$ cat config.mk
export PLATFORM = sky130hd
export DESIGN_NAME = nn_address_generator
export DESIGN_NICKNAME = d
export VERILOG_FILES = /design/src/rtl/nn_address_generator.sv
export SDC_FILE = /design/constraint.sdc
export NUM_CORES = 1
export LEC_CHECK = 0
export ABC_AREA = 1
export BUFFER_PORTS_ARGS = -buffer_cell sky130_fd_sc_hd__buf_2
export CAP_MARGIN = 20
export CORE_MARGIN = 2
export CORE_UTILIZATION = 55
export CTS_BUF_LIST = sky130_fd_sc_hd__clkbuf_8
export DETAILED_ROUTE_END_ITERATION = 10
export PLACE_DENSITY = 0.8
export SLEW_MARGIN = 40
export SYNTH_ARGS = -nofsm -noshare
export SYNTH_HDL_FRONTEND = slang
export SYNTH_SLANG_ARGS = --single-unit
$ cat constraint.sdc
create_clock -name clk -period 2.8 [get_ports clk]
set_input_delay 0.42 -clock clk [delete_from_list [all_inputs] [get_ports clk]]
set_output_delay 0.42 -clock clk [all_outputs]
set_load 0.005 [all_outputs]
$ cat src/rtl/nn_address_generator.sv
// nn_address_generator: steps input/weight addresses over every (neuron, input) pair of one layer.
module nn_address_generator #(
    parameter int N_INPUTS  = 4,
    parameter int N_NEURONS = 2,
    parameter int ADDR_W    = 8,
    parameter int GAP       = 2
) (
    input  logic              clk,
    input  logic              reset_n,
    input  logic              ag_rst,
    input  logic              ag_read,
    output logic [ADDR_W-1:0] in_addr,
    output logic [ADDR_W-1:0] w_addr,
    output logic              addr_valid,
    output logic              last,
    output logic [ADDR_W-1:0] neuron_idx,
    output logic              forget,
    output logic              done
);
    localparam int GW = $clog2(GAP + 1);
    typedef enum logic [2:0] {ST_IDLE, ST_PRIME, ST_RUN, ST_GAP, ST_DONE} state_t;
    state_t state, state_nx;
    logic [ADDR_W-1:0] in_idx, n_cnt, w_cnt;
    logic [GW-1:0] gap_cnt;
    logic beat, is_last, is_final, gap_end;
    always_comb begin
        beat     = (state == ST_PRIME || state == ST_RUN) && !ag_read;
        is_last  = in_idx == ADDR_W'(N_INPUTS - 1);
        is_final = n_cnt == ADDR_W'(N_NEURONS - 1);
        gap_end  = gap_cnt == GW'(GAP - 1);
        state_nx = state;
        if (ag_rst) state_nx = ST_IDLE;
        else if (state == ST_IDLE) state_nx = ag_read ? ST_PRIME : ST_IDLE;
        else if (beat) state_nx = !is_last ? ST_RUN : is_final ? ST_DONE : ST_GAP;
        else if (state == ST_GAP && gap_end) state_nx = ST_RUN;
    end
    always_ff @(posedge clk or negedge reset_n) begin
        if (!reset_n) state <= ST_IDLE;
        else state <= state_nx;
    end
    // Outputs show the pre-advance counters, so a beat carries the pair it issues.
    always_ff @(posedge clk or negedge reset_n) begin
        if (!reset_n) begin
            {in_idx, n_cnt, w_cnt, gap_cnt} <= '0;
            {in_addr, w_addr, neuron_idx, addr_valid, last, forget, done} <= '0;
        end else if (ag_rst) begin
            {in_idx, n_cnt, w_cnt, gap_cnt} <= '0;
            {in_addr, w_addr, neuron_idx, addr_valid, last, forget, done} <= '0;
        end else begin
            addr_valid <= beat;
            last       <= beat && is_last;
            forget     <= state == ST_GAP && gap_cnt == '0;
            done       <= state == ST_DONE;
            in_addr    <= in_idx;
            w_addr     <= w_cnt;
            neuron_idx <= n_cnt;
            gap_cnt    <= state == ST_GAP ? gap_cnt + 1'b1 : '0;
            if (beat && !(is_last && is_final)) begin
                in_idx <= is_last ? '0 : in_idx + 1'b1;
                n_cnt  <= n_cnt + ADDR_W'(is_last);
                w_cnt  <= w_cnt + 1'b1;
            end
        end
    end
endmodule

==> results of run 1 <==
## area by class of cell
| cell class | instances | area, um^2 | share of cell area (%) |
|---|---|---|---|
| clock buffer | 11 | 151 | 4.86 |
| clock inverter | 5 | 22.5 | 0.723 |
| inverter | 44 | 165 | 5.31 |
| multi-input combinational | 234 | 1080 | 34.6 |
| sequential | 57 | 1430 | 45.8 |
| tap | 67 | 83.8 | 2.69 |
| timing repair buffer | 35 | 185 | 5.95 |
## layout by cell type, fill, tap and decap left out
master    count
nand2_1     100
xor2_1        7
nand4_1       5
inv_1        45
nor3_1        3
a21oi_1       1
clkinv_2      3
o21ai_1       2
xnor2_1       1
o21ai_0       8
inv_2         1
nand3b_1      1
nand3_1      33
buf_2        31
ha_1          6
dfrtp_1      57
nor2_1       62
clkbuf_8     11
buf_4         4
nor2_4        2
nand2_4       2
nand2_2       1
## power breakdown
group	switching, W	internal, W	total (W)
clock network	0.000309	0.000357	0.000666
registers	0.00000658	0.000834	0.000840
logic	0.0000776	0.0000232	0.000101
## metal layers
| layer | global-route usage, % | up-vias |
|---|---|---|
| li1 | - | 1124 |
| met1 | 28.7 | 1020 |
| met2 | 32.8 | 49 |
| met3 | 6.50 | 7 |
| met4 | 10.1 | 0 |
| met5 | 0 | - |
## sequential cells by signal, summed over array words and instances (netlist names)
register / flops
in_idx: 8
w_cnt: 8
neuron_idx: 8
last: 1
n_cnt: 8
forget: 1
done: 1
w_addr: 8
gap_cnt: 2
addr_valid: 1
state: 3
in_addr: 8
## worst paths after layout
| kind | to | start | cells past startpoint | slack, ns |
|---|---|---|---|---|
| max in group asynchronous | in_addr[4]$_DFF_PN0_ | reset_n | 2 | 2.41 |
| setup reg to reg | n_cnt[7]$_DFFE_PN0P_ | in_idx[0]$_DFFE_PN0P_ | 12 | 0.91 |
| hold / removal | w_addr[0]$_DFF_PN0_ | reset_n | 2 | 0.08 |
| setup / recovery | n_cnt[7]$_DFFE_PN0P_ | in_idx[0]$_DFFE_PN0P_ | 12 | 0.91 |
| hold reg to reg | gap_cnt[0]$_DFF_PN0_ | gap_cnt[0]$_DFF_PN0_ | 1 | 0.47 |
| min in group clk | state[0]$_DFFE_PN0P_ | ag_read | 5 | 0.42 |
## cell families (layout without fill, tap and decap cells)
logic type	count (synthesis)	after routing	synth area share [%]
adders and majority gates	6	6	2.74
and+or+nand+nor	209	209	32.1
xor gates and xnor gates	8	8	2.56
DFF	57	57	52.1
buffers and inverters	56	95	8.58
AOI/OAI and AO/OA	11	11	2.01
## per-stage QoR
| stage | hold slack, ns | total power (W) |
|---|---|---|
| detailed placement | 0.454 | 0.000957 |
| finish | 0.0796 | 0.00161 |
| CTS | 0.0868 | 0.00162 |
| global placement | 0.443 | 0.000955 |
| global route | 0.113 | 0.00167 |
| floorplan | 0.124 | 0.000925 |
==> run metrics, run 1 <==
status completed; Max FO, Critical Path 6; Crit. End Element flip-flop; register area share after synthesis 52.1%; WP data required 3.08 ns; I/O Buffers 31; Worst Skew 0.00533 ns; Synth cell types 23; Max Slew Vio Count 0; Post-CTS Resized 0; Vias/cell 4.86; Die Ht 74.6 um; cell chosen for the clock root clkbuf_8; design area 0.00311 mm^2; Ports 32; chip width 74.6 um; initial core utilization 57.6%; Met3 Wirelength 211 um; core area 0.00475 mm^2; Finished Core Util 65.5%; post-DP HPWL 3.34 mm; delay-heaviest family, CP simple AND/OR/NAND/NOR gates; std cell rows 25; ANT nets after route 0; top-area cell type share of the netlist area 52.1%; synthesized area per cell 7.90 um^2; routability cong. 0.831; Finished Layout Cells 453; final setup margin 0.913 ns; Total Wirelength 5.17 mm; first-pass GRT wire length 8.89 mm; Setup TNS 0 ns; Max-slew headroom 70.1%; maximum vdd drop 0.000335 V; Final Cycle Share 67.4%; gr usage total 21.6%; Placed Area 0.00294 mm^2; clock-pin slew on the worst setup and hold paths 0.06 ns; synth top area cells dfrtp_1, nand2_1, nor2_1; Syn Inst Count 347; pwr dens 516 mW/mm^2; CP dominant cell by count nand2_1; post-synthesis register bit count 57; most frequent cell after synthesis nand2_1; fill count 418; synth cell count leaders nand2_1, nor2_1, dfrtp_1; total inserted antenna cells 0; number of synthesized flops with an enable pin 0; biggest area consumer among synthesized cells dfrtp_1; gr ovfl total 0; maxcap violations 0; Final nets 391; dpl ws 0.919 ns; crit-path max cell delay 0.39 ns; clk buf depth 2; # setup viols final 0; Post-Place Cells 437; CTS tree built; Post-Syn Area 0.00274 mm^2; largest net degree at the start of global routing 45; DRC 0; share of layout cells above drive strength 1 14.2%; measured slew at the worst slew-check pin 0.448 ns; Fmax achieved 530 MHz; clock sink count 57; htree depth 3; per-cell routed wire length 11.4 um; postcts setup bufs 0; Top Layer Used met4; prevailing post-synth register cell dfrtp_1; Die ar. 0.00556 mm^2; worst skew pair latency 0.34 ns; Period minus WS final 1.89 ns; Startpoint Class flip-flop; syn_nets 357; DR iter-0 viols 232; WS Path Type reg -> reg; hold_buf cts 0; RSZ-0062 raised after global routing no; Post-synth ARST share 100%; Area Growth Syn to Fin 13.6%; 1st-pass router iterations 4; critical path arrival 2.17 ns; leakage power figure 1.74 nW; CP Cell Sequence ha_1 > nand3_1 > nor2_4 > ha_1 > nand3_1 > inv_1 > nand2_1 > nand2_1 > nand2_1 > nor2_1 > nand2_1 > nand2_1; Fin. Hold Viols 0; vias 2200; Yosys Warn Count 0; DRT met1 WL 2.50 mm; vias in the first global route 1989; clock buffer count from CTS 9; initial antenna violation count 0; Crit-path slowest cell dfrtp_1; Met2 Routed Length 2.37 mm; Buf+Inv Stages, Crit Path 1; class of the tightest hold or removal check in -> async
(Power assumes the default switching activity.)
==> run 2, diff against run 1 <==
--- a/config.mk
+++ b/config.mk
@@ -5,7 +5,7 @@
 export SDC_FILE = /design/constraint.sdc
 export NUM_CORES = 1
 export LEC_CHECK = 0
-export ABC_AREA = 1
+export ABC_AREA = 0
 export BUFFER_PORTS_ARGS = -buffer_cell sky130_fd_sc_hd__buf_2
 export CAP_MARGIN = 20
 export CORE_MARGIN = 2
==> constraint.sdc (replaced) <==
create_clock -name clk -period 1.8 [get_ports clk]
set_input_delay 0.27 -clock clk [delete_from_list [all_inputs] [get_ports clk]]
set_output_delay 0.27 -clock clk [all_outputs]
set_load 0.005 [all_outputs]
==> run 2 against run 1 <==
Against the previous run:
- the flow now finishes with violations (negative setup slack)
- sequential power rose by 61%
- sequential share of layout area fell by 3.0 points
- first-iteration DRC count fell by 44%
- register-to-register slack got worse by 0.96 ns
- routed wire length rose by 1.1%
- largest cell class unchanged
- largest power group unchanged
==> run metrics, run 2 <==
status finished with violations; failing checks negative setup slack; number of synthesized flops with an enable pin 0; pwr dens 826 mW/mm^2; core area 0.00466 mm^2; most frequent cell after synthesis dfrtp_1; Die ar. 0.00535 mm^2; clock buffer count from CTS 9; post-DP HPWL 3.46 mm; dpl ws -0.0557 ns; Area Growth Syn to Fin 26.7%; Syn Inst Count 220; top-area cell type share of the netlist area 54.3%; vias 1842; htree depth 3; CP Cell Sequence ha_2 > nor4b_4 > nand2_2 > inv_2 > ha_4 > and2_4 > nand3_2 > or3_4 > a21oi_2; measured slew at the worst slew-check pin 0.741 ns; initial antenna violation count 0; Total Wirelength 5.22 mm; WP data required 2.06 ns; Finished Core Util 71.4%; Setup TNS -0.0697 ns; Final nets 297; Ports 32; most frequent cells in the layout dfrtp_1, buf_4, buf_2, nor2b_1, nor2_1; worst skew pair latency 0.34 ns; Fin. Hold Viols 0; gr usage total 21.4%; I/O Buffers 31; DR iter-0 viols 130; Fmax achieved 543 MHz; clock-pin slew on the worst setup and hold paths 0.07 ns; clock sink count 57; total inserted antenna cells 0; syn_nets 230; synth top area cells dfrtp_1, nor2b_1, mux2_4; design area 0.00333 mm^2; delay-heaviest family, CP simple AND/OR/NAND/NOR gates; Post-Syn Area 0.00263 mm^2; clk buf depth 2; Synth cell types 44; first-pass GRT wire length 8.49 mm; Buf+Inv Stages, Crit Path 1; Yosys Warn Count 0; Max-slew headroom 50.6%; Final Cycle Share 102%; Crit-path slowest cell dfrtp_1; biggest area consumer among synthesized cells dfrtp_1; maximum vdd drop 0.000501 V; gr ovfl total 0; Vias/cell 5.32; Startpoint Class flip-flop; Worst Skew 0.00740 ns; Max FO, Critical Path 3; synth cell count leaders dfrtp_1, nor2b_1, nor2_1; Die Ht 73.1 um; leading cell type in the layout, fill and taps excluded dfrtp_1; 1st-pass router iterations 4; leakage power figure 1.61 nW; ANT nets after route 0; Placed Area 0.00305 mm^2; final setup margin -0.0430 ns; cell chosen for the clock root clkbuf_8; critical path arrival 2.11 ns; DRC 0; post-synthesis register bit count 57; maxcap violations 0; Period minus WS final 1.84 ns; synthesized area per cell 11.9 um^2; # setup viols final 2; crit-path max cell delay 0.36 ns; Max Slew Vio Count 0; std cell rows 25; prevailing post-synth register cell dfrtp_1; CTS tree built; Post-synth ARST share 100%; Crit. End Element flip-flop; RSZ-0062 raised after global routing yes; share of layout cells above drive strength 1 41.4%; register area share after synthesis 54.3%; initial core utilization 56.4%; WS Path Type reg -> reg; vias in the first global route 1852; routability cong. 0.842; class of the tightest hold or removal check in -> reg; per-cell routed wire length 15.1 um; largest net degree at the start of global routing 41; chip width 73.1 um
run 2: timing repair:
item,CTS,global route
endpoints found under the setup margin,4,16
resized for setup,1,11
buffers inserted,1,4
endpoints found under the hold margin,57,0
hold buffers,1,0
pin swaps,1,7
run 2: worst paths after layout:
kind | start | slack (ns) | to | cells after the start
max | in_idx[0]$_DFFE_PN0P_ | -0.04 | n_cnt[7]$_DFFE_PN0P_ | 9
min | ag_read | 0.44 | addr_valid$_DFF_PN0_ | 4
max reg2reg | in_idx[0]$_DFFE_PN0P_ | -0.04 | n_cnt[7]$_DFFE_PN0P_ | 9
min reg2reg | w_cnt[7]$_DFFE_PN0P_ | 0.56 | w_addr[7]$_DFF_PN0_ | 1
max in group asynchronous | reset_n | 1.05 | neuron_idx[1]$_DFF_PN0_ | 3
min in group asynchronous | reset_n | 0.47 | gap_cnt[1]$_DFF_PN0_ | 3
run 2: cell type report:
type | count | area [um^2]
clock inverters | 5 | 22.5
inverters | 5 | 18.8
well taps | 54 | 67.6
fillers | 322 | 1330
multi-input cells | 148 | 1220
clock buffers | 11 | 151
repair buffers | 66 | 424
flip-flops and latches | 57 | 1430
run 2: kinds of logic (layout without fill, tap and decap cells):
group                      after synthesis  count (layout)  share of synthesized area, %
AOI/OAI and AO/OA                       13              13                          3.76
and+or+nand+nor                        105             105                          25.2
buffers and inverters                   15              87                          3.09
muxes                                   12              12                          6.14
xor gates and xnor gates                12              12                          4.71
adders and majority gates                6               6                          2.86
DFF                                     57              57                          54.3
run 2: worst reg2reg max path: stages (launching register included):
cell	delay, ns
dfrtp_1	0.36
ha_2	0.18
nor4b_4	0.23
nand2_2	0.09
inv_2	0.09
ha_4	0.14
and2_4	0.16
nand3_2	0.08
or3_4	0.33
a21oi_2	0.11
run 2: where the power goes:
| part | total [W] | switching [W] | leakage, nW | internal [W] |
|---|---|---|---|---|
| logic | 0.000363 | 0.000210 | 0.720 | 0.000153 |
| clock network | 0.00104 | 0.000487 | 0.101 | 0.000556 |
| registers | 0.00135 | 0.0000316 | 0.793 | 0.00131 |
run 2: layer usage:
metal / vias to the layer above / track usage, % / part of all wire (%)
li1: 892 / - / -
met1: 901 / 27.0 / 45
met2: 43 / 33.3 / 49
met3: 6 / 4.42 / 3.9
met4: 0 / 13.6 / 1.3
met5: - / 0 / 0
run 2: per-stage QoR:
step	std cells	power, W	hold slack, ns
floorplan	220	0.00158	-0.0256
finish	346	0.00275	0.435
detailed placement	324	0.00170	0.299
global placement	324	0.00169	0.297
global route	346	0.00285	0.463
CTS	342	0.00274	0.430
==> run 3, diff against run 2 <==
--- a/config.mk
+++ b/config.mk
@@ -9,11 +9,10 @@
 export BUFFER_PORTS_ARGS = -buffer_cell sky130_fd_sc_hd__buf_2
 export CAP_MARGIN = 20
 export CORE_MARGIN = 2
-export CORE_UTILIZATION = 55
-export CTS_BUF_LIST = sky130_fd_sc_hd__clkbuf_8
+export CORE_UTILIZATION = 57
+export CTS_BUF_LIST = sky130_fd_sc_hd__clkbuf_16
 export DETAILED_ROUTE_END_ITERATION = 10
-export PLACE_DENSITY = 0.8
-export SLEW_MARGIN = 40
+export PLACE_DENSITY = 0.82
 export SYNTH_ARGS = -nofsm -noshare
 export SYNTH_HDL_FRONTEND = slang
 export SYNTH_SLANG_ARGS = --single-unit
==> run 3 against run 2 <==
Against the previous run:
- the flow still finishes with violations (negative setup slack)
- sequential share of layout area fell by 1.2 points
- cell count fell by 1.2%
- combinational power barely moved
- cell area rose by 2.8%
- via count barely moved
- sequential power barely moved
- clock skew barely moved
- critical endpoint is now n_cnt[2]$_DFFE_PN0P_
- largest cell class unchanged
- largest power group is now the clock network
==> run metrics, run 3 (synthesized netlist as in run 2, its figures left out) <==
cell chosen for the clock root clkbuf_16; Period minus WS final 1.85 ns; critical path arrival 2.05 ns; footprint of the multi-input gates 0.00122 mm^2; Sw Pwr 0.000773 W; pwr dens 958 mW/mm^2; std cell rows 24; Max FO, Critical Path 3; initial antenna violation count 0; maxcap violations 0; RSZ-0062 raised after global routing yes; Max Slew Vio Count 0; # setup viols final 2; dpl ws -0.0560 ns; routability cong. 0.891; failing checks negative setup slack; core area 0.00438 mm^2; clock-pin slew on the worst setup and hold paths 0.05 ns; gr ovfl total 0; gr usage total 22.5%; Die Ht 71.9 um; vias in the first global route 1806; Crit. End Element flip-flop; switching share of power 23.6%; clock buffer count from CTS 9; post-DP HPWL 3.39 mm; ANT nets after route 0; Die ar. 0.00517 mm^2; htree depth 3; chip width 71.9 um; Final nets 295; DR iter-0 viols 141; leading cell type in the layout, fill and taps excluded dfrtp_1; initial core utilization 60.0%; maximum vdd drop 0.00112 V; share of layout cells above drive strength 1 39.0%; clock sink count 57; DRC 0; final setup margin -0.0456 ns; Startpoint Class flip-flop; Final Power 0.00328 W; Met2 Routed Length 2.64 mm; Finished Layout Cells 342; Ports 32; Top Layer Used met4; Hold WS 0.411 ns; 1st-pass router iterations 4; largest net degree at the start of global routing 58; sequential power share 41.2%; Reg area 0.00143 mm^2; CTS tree built; status finished with violations; fill count 261; P_int 0.00250 W; clock share of power 47.7%; Area Growth Syn to Fin 30.2%; Worst Skew 0.00692 ns; leakage power figure 1.65 nW; Max-slew headroom 50.5%; WP data required 2.00 ns; class of the tightest hold or removal check in -> reg; Final Cycle Share 103%; per-cell routed wire length 15.7 um; DRT met1 WL 2.34 mm; first-pass GRT wire length 8.57 mm; total inserted antenna cells 0; Vias/cell 5.38; vias 1841; most frequent cells in the layout dfrtp_1, buf_2, buf_4, nor2b_1, nor2_1; Setup TNS -0.0663 ns; Total Wirelength 5.38 mm; Fin. Hold Viols 0; clk buf depth 2; WS Path Type reg -> reg; I/O Buffers 31; measured slew at the worst slew-check pin 0.742 ns; Fmax achieved 542 MHz; Met3 Wirelength 282 um; worst skew pair latency 0.33 ns; Post-Place Cells 320; Gate power share 11.1%
run 3: critical path, stage by stage (launching register included):
cell and delay [ns]:
dfrtp_1 0.36, ha_2 0.19, nor4b_4 0.22, nand2_2 0.09
inv_2 0.09, ha_4 0.14, ha_4 0.13, nor3b_2 0.19
mux2_4 0.32
run 3: power by group through the flow:
stage	Clock, W	Combinational [W]	Sequential (W)
floorplan	0	0.000223	0.00136
global placement	0	0.000327	0.00136
detailed placement	0	0.000334	0.00137
CTS	0.00159	0.000347	0.00135
global route	0.00167	0.000395	0.00135
finish	0.00156	0.000365	0.00135
run 3: layer usage:
metal	GRT usage [%]	vias up
li1	-	890
met1	28.7	882
met2	34.3	58
met3	9.17	11
met4	9.43	0
met5	0	-
run 3: path summary, 6_finish.rpt:
| kind | from | endpoint | slack [ns] | cells past startpoint |
|---|---|---|---|---|
| max | in_idx[1]$_DFFE_PN0P_ | n_cnt[2]$_DFFE_PN0P_ | -0.05 | 8 |
| min | ag_read | in_idx[1]$_DFFE_PN0P_ | 0.41 | 4 |
| max reg2reg | in_idx[1]$_DFFE_PN0P_ | n_cnt[2]$_DFFE_PN0P_ | -0.05 | 8 |
| min reg2reg | n_cnt[7]$_DFFE_PN0P_ | neuron_idx[7]$_DFF_PN0_ | 0.57 | 1 |
| max in group asynchronous | reset_n | w_addr[2]$_DFF_PN0_ | 1.05 | 3 |
| min in group asynchronous | reset_n | gap_cnt[1]$_DFF_PN0_ | 0.48 | 3 |
run 3: repair_timing:
item / CTS / global route
pin swaps: 2 / 4
gates cloned: 0 / 1
endpoints found under the setup margin: 4 / 18
hold buffers: 1 / 0
endpoints found under the hold margin: 57 / 0
setup buffers: 2 / 3
gates resized for setup: 1 / 7
run 3: layout make-up:
cell class | instances | share of cell area [%]
repair buffers | 63 | 12.0
flip-flops and latches | 57 | 41.7
clock buffers | 9 | 6.58
well taps | 52 | 1.90
multi-input cells | 149 | 35.7
clock inverters | 7 | 1.57
inverters | 5 | 0.548
run 3: through the flow:
stage	utilization, %	cell area, um^2
floorplan	-	2670
global placement	69.5	3050
detailed placement	69.5	3050
CTS	76.5	3350
global route	78.1	3420
finish	78.1	3420
